==> config.mk <==
export PLATFORM = sky130hd
export DESIGN_NAME = rgb_to_colour
export DESIGN_NICKNAME = d
export VERILOG_FILES = /design/src/rtl/rgb_to_colour.sv
export SDC_FILE = /design/constraint.sdc
export NUM_CORES = 1
export LEC_CHECK = 0
export ABC_AREA = 1
export CORE_MARGIN = 2
export CORE_UTILIZATION = 60
export CTS_CLUSTER_DIAMETER = 30
export DETAILED_ROUTE_END_ITERATION = 16
export PLACE_DENSITY = 0.92
export SYNTH_ARGS = -nofsm -noshare
export SYNTH_HDL_FRONTEND = slang
export SYNTH_SLANG_ARGS = --single-unit
==> constraint.sdc <==
create_clock -name clk -period 6.9 [get_ports clk]
set_input_delay 1.38 -clock clk [delete_from_list [all_inputs] [get_ports clk]]
set_output_delay 1.38 -clock clk [all_outputs]
set_load 0.005 [all_outputs]
==> src/rtl/rgb_to_colour.sv <==
// rtl/rgb_to_colour.sv - classify an {R,G,B} word to the nearest of 8 primary/secondary colours
// Sequential search over the table, one entry per clock, valid/ready on both sides.
module rgb_to_colour #(
    parameter int CH_W          = 8,
    parameter bit SKIP_ON_EXACT = 1'b0
) (
    input  logic                clk,
    input  logic                rst_n,
    input  logic                in_valid,
    output logic                in_ready,
    input  logic [3*CH_W-1:0]   rgb_in,
    output logic                out_valid,
    input  logic                out_ready,
    output logic [2:0]          colour,
    output logic                exact,
    output logic [CH_W+1:0]     distance
);

    typedef enum logic [1:0] {
        S_IDLE,
        S_SEARCH,
        S_DONE
    } state_t;

    localparam logic [CH_W-1:0] MAX = '1;

    state_t              r_state;
    state_t              w_next;
    logic [3*CH_W-1:0]   r_rgb;
    logic [2:0]          r_idx;
    logic [CH_W+1:0]     r_best_dist;
    logic [2:0]          r_best_code;
    logic [2:0]          r_colour;
    logic [CH_W+1:0]     r_distance;
    logic                r_exact;

    logic [CH_W+1:0]     w_dist;
    logic                w_better;
    logic [CH_W+1:0]     w_cand_dist;
    logic [2:0]          w_cand_code;
    logic                w_hit;
    logic                w_last;

    // Table channels are only 0 or MAX, so |v - t| needs no subtractor sign handling.
    function automatic logic [CH_W-1:0] chan_dist(input logic [CH_W-1:0] v, input logic hi);
        return hi ? (MAX - v) : v;
    endfunction

    assign w_dist = {2'b00, chan_dist(r_rgb[3*CH_W-1:2*CH_W], r_idx[2])}
                  + {2'b00, chan_dist(r_rgb[2*CH_W-1:CH_W],   r_idx[1])}
                  + {2'b00, chan_dist(r_rgb[CH_W-1:0],        r_idx[0])};

    // Strict compare keeps the lowest code on a tie.
    assign w_better    = (w_dist < r_best_dist);
    assign w_cand_dist = w_better ? w_dist : r_best_dist;
    assign w_cand_code = w_better ? r_idx  : r_best_code;
    assign w_hit       = SKIP_ON_EXACT && (w_dist == '0);
    assign w_last      = (r_idx == 3'd7) || w_hit;

    always_ff @(posedge clk or negedge rst_n) begin
        if (!rst_n) r_state <= S_IDLE;
        else        r_state <= w_next;
    end

    always_comb begin
        w_next    = r_state;
        in_ready  = 1'b0;
        out_valid = 1'b0;
        case (r_state)
            S_IDLE: begin
                in_ready = 1'b1;
                if (in_valid) w_next = S_SEARCH;
            end
            S_SEARCH: begin
                if (w_last) w_next = S_DONE;
            end
            S_DONE: begin
                out_valid = 1'b1;
                if (out_ready) w_next = S_IDLE;
            end
            default: w_next = S_IDLE;
        endcase
    end

    always_ff @(posedge clk or negedge rst_n) begin
        if (!rst_n) begin
            r_rgb       <= '0;
            r_idx       <= '0;
            r_best_dist <= '0;
            r_best_code <= '0;
            r_colour    <= '0;
            r_distance  <= '0;
            r_exact     <= 1'b0;
        end else begin
            case (r_state)
                S_IDLE: begin
                    if (in_valid) begin
                        r_rgb       <= rgb_in;
                        r_idx       <= '0;
                        r_best_dist <= '1;
                        r_best_code <= '0;
                    end
                end
                S_SEARCH: begin
                    r_idx       <= r_idx + 3'd1;
                    r_best_dist <= w_cand_dist;
                    r_best_code <= w_cand_code;
                    if (w_last) begin
                        r_colour   <= w_cand_code;
                        r_distance <= w_cand_dist;
                        r_exact    <= (w_cand_dist == '0);
                    end
                end
                default: ;
            endcase
        end
    end

    assign colour   = r_colour;
    assign exact    = r_exact;
    assign distance = r_distance;

endmodule
---- After elaboration in Yosys (flattened, before gate mapping) ----
Cells that the tools add are included.
Widths: inputs -> output; s select.
word-level totals
  flip-flop bits (word level) ............. 56
  output and inout bits ................... 16
cells by class
  add/sub/neg operators ................... 6
  $lt $le $gt $ge ......................... 1
  equal/unequal tests ..................... 6
  muxes and demuxes ....................... 16
  reduce and logical (&&, ||, !) cells .... 7
operator list
  kind                 number
  $mux 8               3
  $sub 8x8->8 const A  3
  $mux 10              2
  $pmux 10 s2          1
  $pmux 3 s2           2
  $add 9x8->10         1
  $logic_not 10->1     1
  $lt 10x10->1         1
  $add 8x8->9          1
  $mux 2               3
  $mux 3               2
  $ne 2x2->1 const B   3
  $pmux 2 s3           1
  $reduce_and 2->1     3
  $add 3x1->3 const B  1
  $eq 3x3->1 const B   1
  $reduce_and 3->1     1
  $eq 2x1->1 const B   1
  $eq 2x2->1 const B   1
  $logic_not 2->1      1
  $mux 1               2
  $reduce_bool 2->1    1

---- Longest topological paths before layout ----
Gate-level depths: netlist of the first run.
  depth in word-level cells ............... 7
  depth in mapped cells ................... 24
  depth with buffers taken out ............ 23

---- Least setup slack after synthesis of the first run ----
OpenSTA, ideal clock, no wires.
  path kind ............................... reg2reg
  start point ............................. register r_idx[1]
  end point ............................... register r_best_dist[9]
  data arrival time ....................... 3.692 ns
  required time ........................... 6.780 ns
  slack ................................... 3.088 ns
  stages on the path, launching flop included .. 21
  path buffers ............................ 2
  cells stage by stage .................... dfrtp_1 -> clkbuf_1 -> xor2_1 -> fa_1 -> ha_1 -> fa_1 -> nand3_1 -> nand2_1 -> nand2_1 -> nand2_1 -> nand2_1 -> a21oi_1 -> ha_1 -> a21o_1 -> nor2_8 -> nand3_4 -> buf_12 -> o21ai_2 -> nand2_1 -> o21ai_0 -> inv_1
on the way
  cells in the longest elaborated chain, start to end .. 6
RTL lines
  element                   RTL line  RTL
  start: declaration        30        logic [2:0] r_idx;
  start signal: assignment  105       r_idx <= r_idx + 3'd1;
  $mux 8 *                  46        return hi ? (MAX - v) : v;
  $add 8x8->9 *             50        + {2'b00, chan_dist(r_rgb[2*CH_W-1:CH_W], r_idx[1])}
  $add 9x8->10 *            51        + {2'b00, chan_dist(r_rgb[CH_W-1:0], r_idx[0])};
  $lt 10x10->1              54        assign w_better = (w_dist < r_best_dist);
  $mux 10 *                 55        assign w_cand_dist = w_better ? w_dist : r_best_dist;
  $pmux 10 s2 *             95        case (r_state)
  end signal: assignment    106       r_best_dist <= w_cand_dist;
  end: declaration          31        logic [CH_W+1:0] r_best_dist;
Every way passes the cells marked *; elsewhere a longest branch is shown, timed or not.
A chain may end at the register's enable or synchronous reset.

---- Worst setup path after layout of the first run ----
  start point ............................. register r_idx[1]
  end point ............................... register r_exact, in the netlist exact
on the way
  cells in the longest elaborated chain, start to end .. 6
  elaborated cells on any way between the ends .. 8
  those cells by class .................... add/sub: 2; order compare: 1; eq/ne: 1; mux: 2; reduce/logical: 2
RTL lines
  element                 RTL line  RTL
  $mux 8                  46
  $add 8x8->9             50
  $add 9x8->10            51
  $lt 10x10->1            54
  $mux 10                 55
  $logic_not 10->1        111       r_exact <= (w_cand_dist == '0);
  end signal: assignment  111
  end: declaration        35        logic r_exact;
Several ways; a longest one is shown, not always the timed one.

==> results of run 1 <==
## worst max-delay path: cells and delay by family (launching register included)
kind,cells,cell delay (ns)
AOI/OAI and AO/OA,1,0.10
xor gates and xnor gates,1,0.25
adders and majority gates,4,1.41
DFF,1,0.69
and+or+nand+nor,15,1.63
## logic make-up (layout without fill, tap and decap cells)
family                     count (synthesis)  count (layout)  synth area share [%]
and+or+nand+nor                          190             190                  25.0
buffers and inverters                     69             109                  8.09
DFF                                       56              56                  41.0
AOI/OAI and AO/OA                         43              43                  7.14
adders and majority gates                 27              27                  11.9
xor gates and xnor gates                  27              27                  6.92
## state kept, by name, summed over array words and instances, names as in the netlist
signal       flops
r_rgb           24
distance        10
r_best_dist     10
colour           3
r_best_code      3
r_idx            3
r_state          2
exact            1
## metal layers
| metal | wire (um) | vias to the layer above | share of wire, % | track usage [%] |
|---|---|---|---|---|
| li1 | - | 1341 | - | - |
| met3 | 278 | 9 | 4.4 | 4.41 |
| met5 | 0 | - | 0 | 0 |
| met4 | 70 | 0 | 1.1 | 5.34 |
| met1 | 2790 | 1238 | 44 | 28.3 |
| met2 | 3140 | 65 | 50 | 37.4 |
## synthesized netlist by cell type, types with 2 or more instances
cell type / n / area share, %
a21oi_1: 6 / 0.88
a22o_1: 2 / 0.51
clkbuf_1: 9 / 0.99
dfrtp_1: 56 / 41
fa_1: 9 / 5.3
ha_1: 18 / 6.6
inv_1: 55 / 6.0
inv_2: 2 / 0.22
nand2_1: 153 / 17
nand2_2: 3 / 0.55
nand2_4: 3 / 0.99
nand3_1: 6 / 0.88
nand3_2: 2 / 0.59
nand3_4: 2 / 1.0
nand3b_1: 3 / 0.66
nand4_1: 4 / 0.73
nor2_1: 6 / 0.66
nor2_2: 4 / 0.73
nor2_4: 2 / 0.66
o21ai_0: 25 / 3.7
o22ai_1: 3 / 0.55
xnor2_1: 16 / 4.1
xor2_1: 11 / 2.8
## layout by cell type (no fill, tap or decap), types with 2 or more instances in the layout
master and n:
ha_1 18, inv_2 2, inv_1 55, nand3_1 6, clkbuf_8 5, o21ai_0 25, xor2_1 11, fa_1 9
a22o_1 2, a21oi_1 6, nand2_4 3, nor2_1 6, clkdlybuf4s50_1 42, nand2_1 153, nand3_4 2, nand3b_1 3
nand4_1 4, xnor2_1 16, nand2_2 3, clkinvlp_4 2, nor2_4 2, nor2_2 4, o22ai_1 3, dfrtp_1 56
nand3_2 2
## final cells by class
cell class / instances / area [um^2]
clock buffer: 5 / 68.8
clock inverter: 3 / 23.8
fill: 417 / 1530
inverter: 57 / 214
multi-input combinational: 287 / 1740
sequential: 56 / 1400
tap: 72 / 90.1
timing repair buffer: 44 / 433
## per-stage QoR
stage                     util, %  cells  instance area (um^2)
after floorplan                 -    412                  3420
after global placement       70.5    516                  3880
after detailed placement     70.5    516                  3880
after CTS                    72.1    524                  3970
after global routing         72.1    524                  3970
final                        72.1    524                  3970
## worst min path at each step
| stage | to |
|---|---|
| finish | distance[1] |
| global route | distance[5] |
| CTS | distance[2] |
| detailed placement | distance[2] |
| global placement | distance[4] |
| floorplan | r_best_dist[9] |
==> run metrics, run 1 <==
Initial Utilization 62.1%; HP Class flop to flop; crit start category flop; synthesized area 3420 um^2; Die X 79.5 um; R2R setup slack 2.80 ns; minimum clock period after layout 4.10 ns; setup bufs post-CTS 0; fmax 0.244 GHz; port bufs 43; vias in the first global route 2475; Final setup viols 0; Final Hold Fails 0; Reg-to-Reg End exact; Worst setup EP type flop; remaining global-route overflow 0; clock sink count 56; Placer Congestion 0.894; drt wl/cell 12.0 um; Slew Limit Fails 0; Max stage delay cell, worst path dfrtp_1; critical path type flop to flop; initial antenna violation count 0; Main synth FF type dfrtp_1; RSZ-0062 raised after global routing no; Worst path most repeated cell nand2_1; Setup crit end exact; routed wire length 6280 um; Critical Path AT 4.36 ns; MaxCap Viol Count 0; number of distinct library cells after synthesis 35; Avg Cell Area, Syn 8.30 um^2; Reg clk slew, reported paths 0.10 ns; DR DRC count 0; worst skew pair latency 0.32 ns; diode count 0; status finished, final reports clean; Post-Syn Instances 412; core region area 5510 um^2; nets 506; register area share after synthesis 41.0%; clk buf depth 2; Worst Skew 0.0123 ns; DR iter-0 viols 128; Setup WS pre-CTS 2.86 ns; Worst Setup Slack, final 2.80 ns; Fin Setup TNS 0 ns; worst slew pin tran 0.683 ns; critical-path cell list xor2_1 > fa_1 > ha_1 > fa_1 > nand3_1 > nand2_1 > nand2_1 > nand2_1 > nand2_1 > a21oi_1 > ha_1 > nand2_1 > nor2_4 > nand3_4 > nand3_4 > nand2_1 > nand2_1 > nand3_1 > nor2_2 > nand3_1 > nand2_1; fraction of registers with async set/reset 100%; first-pass GRT wire length 10900 um; CTS tree done; final worst-path cycle share 59.4%; Post-synth EDFFs 0; Worst setup startpoint r_idx[1]; clock buffer count from CTS 5; Seq cells post-synth 56; DRT antenna net count 0; Slew headroom 54.5%; slowest stage delay, CP 0.69 ns; Die ar. 6320 um^2; Root Buffer clkbuf_8; Die Y 79.5 um; Hold Crit Start distance[1]; critical path required time 7.16 ns; launching point of the worst reg2reg path r_idx[1]; Syn Nets 467; Vias per Instance 5.06; largest net degree at the start of global routing 57; crit path max fanout 17; row count 27; global-route usage over all layers 21.8%; synthesis warning total 0; I/O pin total 44; Worst Hold Depth 2; R2R cell count 21; Syn-to-layout area delta 16.2%; via count 2653; Pre-Repair DR Iteration Count 4; Post-DP HPWL 4850 um; CTS Hold Bufs 0; Worst Hold Slack 0.495 ns; share of cells above drive strength 1 7.08%; CTS H-Tree Depth 2; PostCTS Resize Cnt 0
Power of run 1 is not shown: default switching activity piles up to over one toggle a cycle in this logic, so the estimate is an artifact.
==> inputs of run 2 (changes only) <==
Settings changed: CORE_UTILIZATION 60 to 50, PLACE_DENSITY 0.92 to 0.82.
Clock period 6.9 ns to 3.7 ns, I/O delays scaled along.
==> run 2 against run 1 <==
Effect of this change:
- the flow now finishes with violations (setup timing)
- fmax grew 7.0%
- die area grew 19%
- design area grew 15%
- global-route usage shrank 0.98 points
- sequential cell count is the same
- highest routed layer unchanged
- worst setup slack lost 2.9 ns
- non-clock buffer count grew 37
- count of clock-buffer cells in the layout grew 1
==> run metrics, run 2 (synthesis results as in run 1) <==
critical-path cell list buf_6 > xnor2_1 > fa_1 > inv_1 > fa_2 > nand3_2 > nand2_2 > nand2_2 > nand2_2 > nand2_2 > a21oi_2 > ha_1 > a21o_1 > nor2_8 > nand2_2 > nor2_4 > nand2_2 > nand2_4 > nand3_2 > nor2_2 > nand3_1 > nand2_1; Slew headroom 48.6%; metal3 WL 234 um; top layer in use met4; Pre-Repair DR Iteration Count 4; final worst-path cycle share 104%; critical path type flop to flop; crit path max fanout 6; global-route usage over all layers 20.8%; Worst Setup Slack, final -0.132 ns; drt wl/cell 14.0 um; Final setup viols 10; Die X 86.7 um; Max stage delay cell, worst path fa_1; Worst Skew 0.0139 ns; fin area 4560 um^2; Top reg by flops r_rgb; via count 2843; Syn-to-layout area delta 33.5%; largest net degree at the start of global routing 35; Reg clk slew, reported paths 0.11 ns; fmax 0.261 GHz; DR DRC count 0; nets 544; met2 wire len 4290 um; I/O pin total 44; critical path required time 3.96 ns; worst skew pair latency 0.32 ns; Root Buffer clkbuf_8; remaining global-route overflow 0; Placer Congestion 0.851; Slew Limit Fails 0; port bufs 43; max FFs per register 24; CTS tree done; row count 30; Critical Path AT 4.10 ns; Worst setup EP type flop; clock buffer count from CTS 5; first-pass GRT wire length 12400 um; commonest non-fill, non-tap cells in the layout nand2_1, inv_1, dfrtp_1; Worst path most repeated cell nand2_2; crit start category flop; Worst Hold Slack 0.484 ns; share of cells above drive strength 1 24.5%; Die ar. 7520 um^2; core region area 6720 um^2; Post-DP HPWL 5260 um; Final Hold Fails 0; M1 wire length 3320 um; clk buf depth 2; slowest stage delay, CP 0.56 ns; Vias per Instance 4.99; clock sink count 56; diode count 0; status finished, violations left; worst slew pin tran 0.771 ns; CTS Hold Bufs 0; MaxCap Viol Count 0; DR iter-0 viols 130; initial antenna violation count 0; failing checks setup timing; CTS H-Tree Depth 2; minimum clock period after layout 3.83 ns; Setup WS pre-CTS -0.213 ns; Initial Utilization 50.9%; commonest non-fill, non-tap cell in the layout nand2_1; RSZ-0062 raised after global routing yes; DP Area 4060 um^2; DRT antenna net count 0; Finished Core Util 67.9%; Die Y 86.7 um; HP Class input pin to asynchronous set/reset pin; routed wire length 8000 um; vias in the first global route 2855
==> run 2: repair_timing <==
item / in CTS / in global routing
setup endpoints to repair: 27 / 27
gates resized for setup: 18 / 61
gates cloned: 1 / 0
setup buffers: 4 / 11
pin swaps: 6 / 34
==> run 2: final cells by class <==
type	count	area, um^2
well taps	80	100
flip-flops and latches	56	1410
clock buffers	6	72.6
clock inverters	2	13.8
fillers	529	2150
multi-input cells	288	2010
repair buffers	81	748
inverters	57	214
==> run 2: stage by stage <==
step | instances | TNS [ns]
after global routing | 570 | -5.35
after CTS | 559 | 0
after global placement | 546 | -0.160
after floorplan | 412 | 0
final | 570 | -0.680
after detailed placement | 546 | -2.89
==> run 2: worst paths after layout <==
path                           from     endpoint  slack, ns  cells after the start
max reg2reg                r_idx[2]        exact      -0.13                     22
max                        r_idx[2]        exact      -0.13                     22
min reg2reg                   exact        exact       0.49                      2
min in group clk              exact        exact       0.49                      2
max in group asynchronous     rst_n     r_idx[0]       2.42                      2
min                           rst_n  distance[5]       0.48                      1
==> run 2: metal layers <==
layer / vias to the layer above / global-route usage [%]
li1: 1421 / -
met1: 1344 / 25.1
met2: 62 / 37.8
met3: 16 / 3.62
met4: 0 / 6.11
met5: - / 0
==> run 2: worst max-delay path, delay by kind of cell (launching register included) <==
| kind | cells | cell delay (ns) |
|---|---|---|
| buf+inv | 2 | 0.24 |
| xor+xnor | 1 | 0.14 |
| fa+ha+maj | 3 | 1.25 |
| simple gates | 14 | 1.33 |
| flops | 1 | 0.50 |
| compound gates | 2 | 0.31 |
Power of run 2 is left out for the same reason.
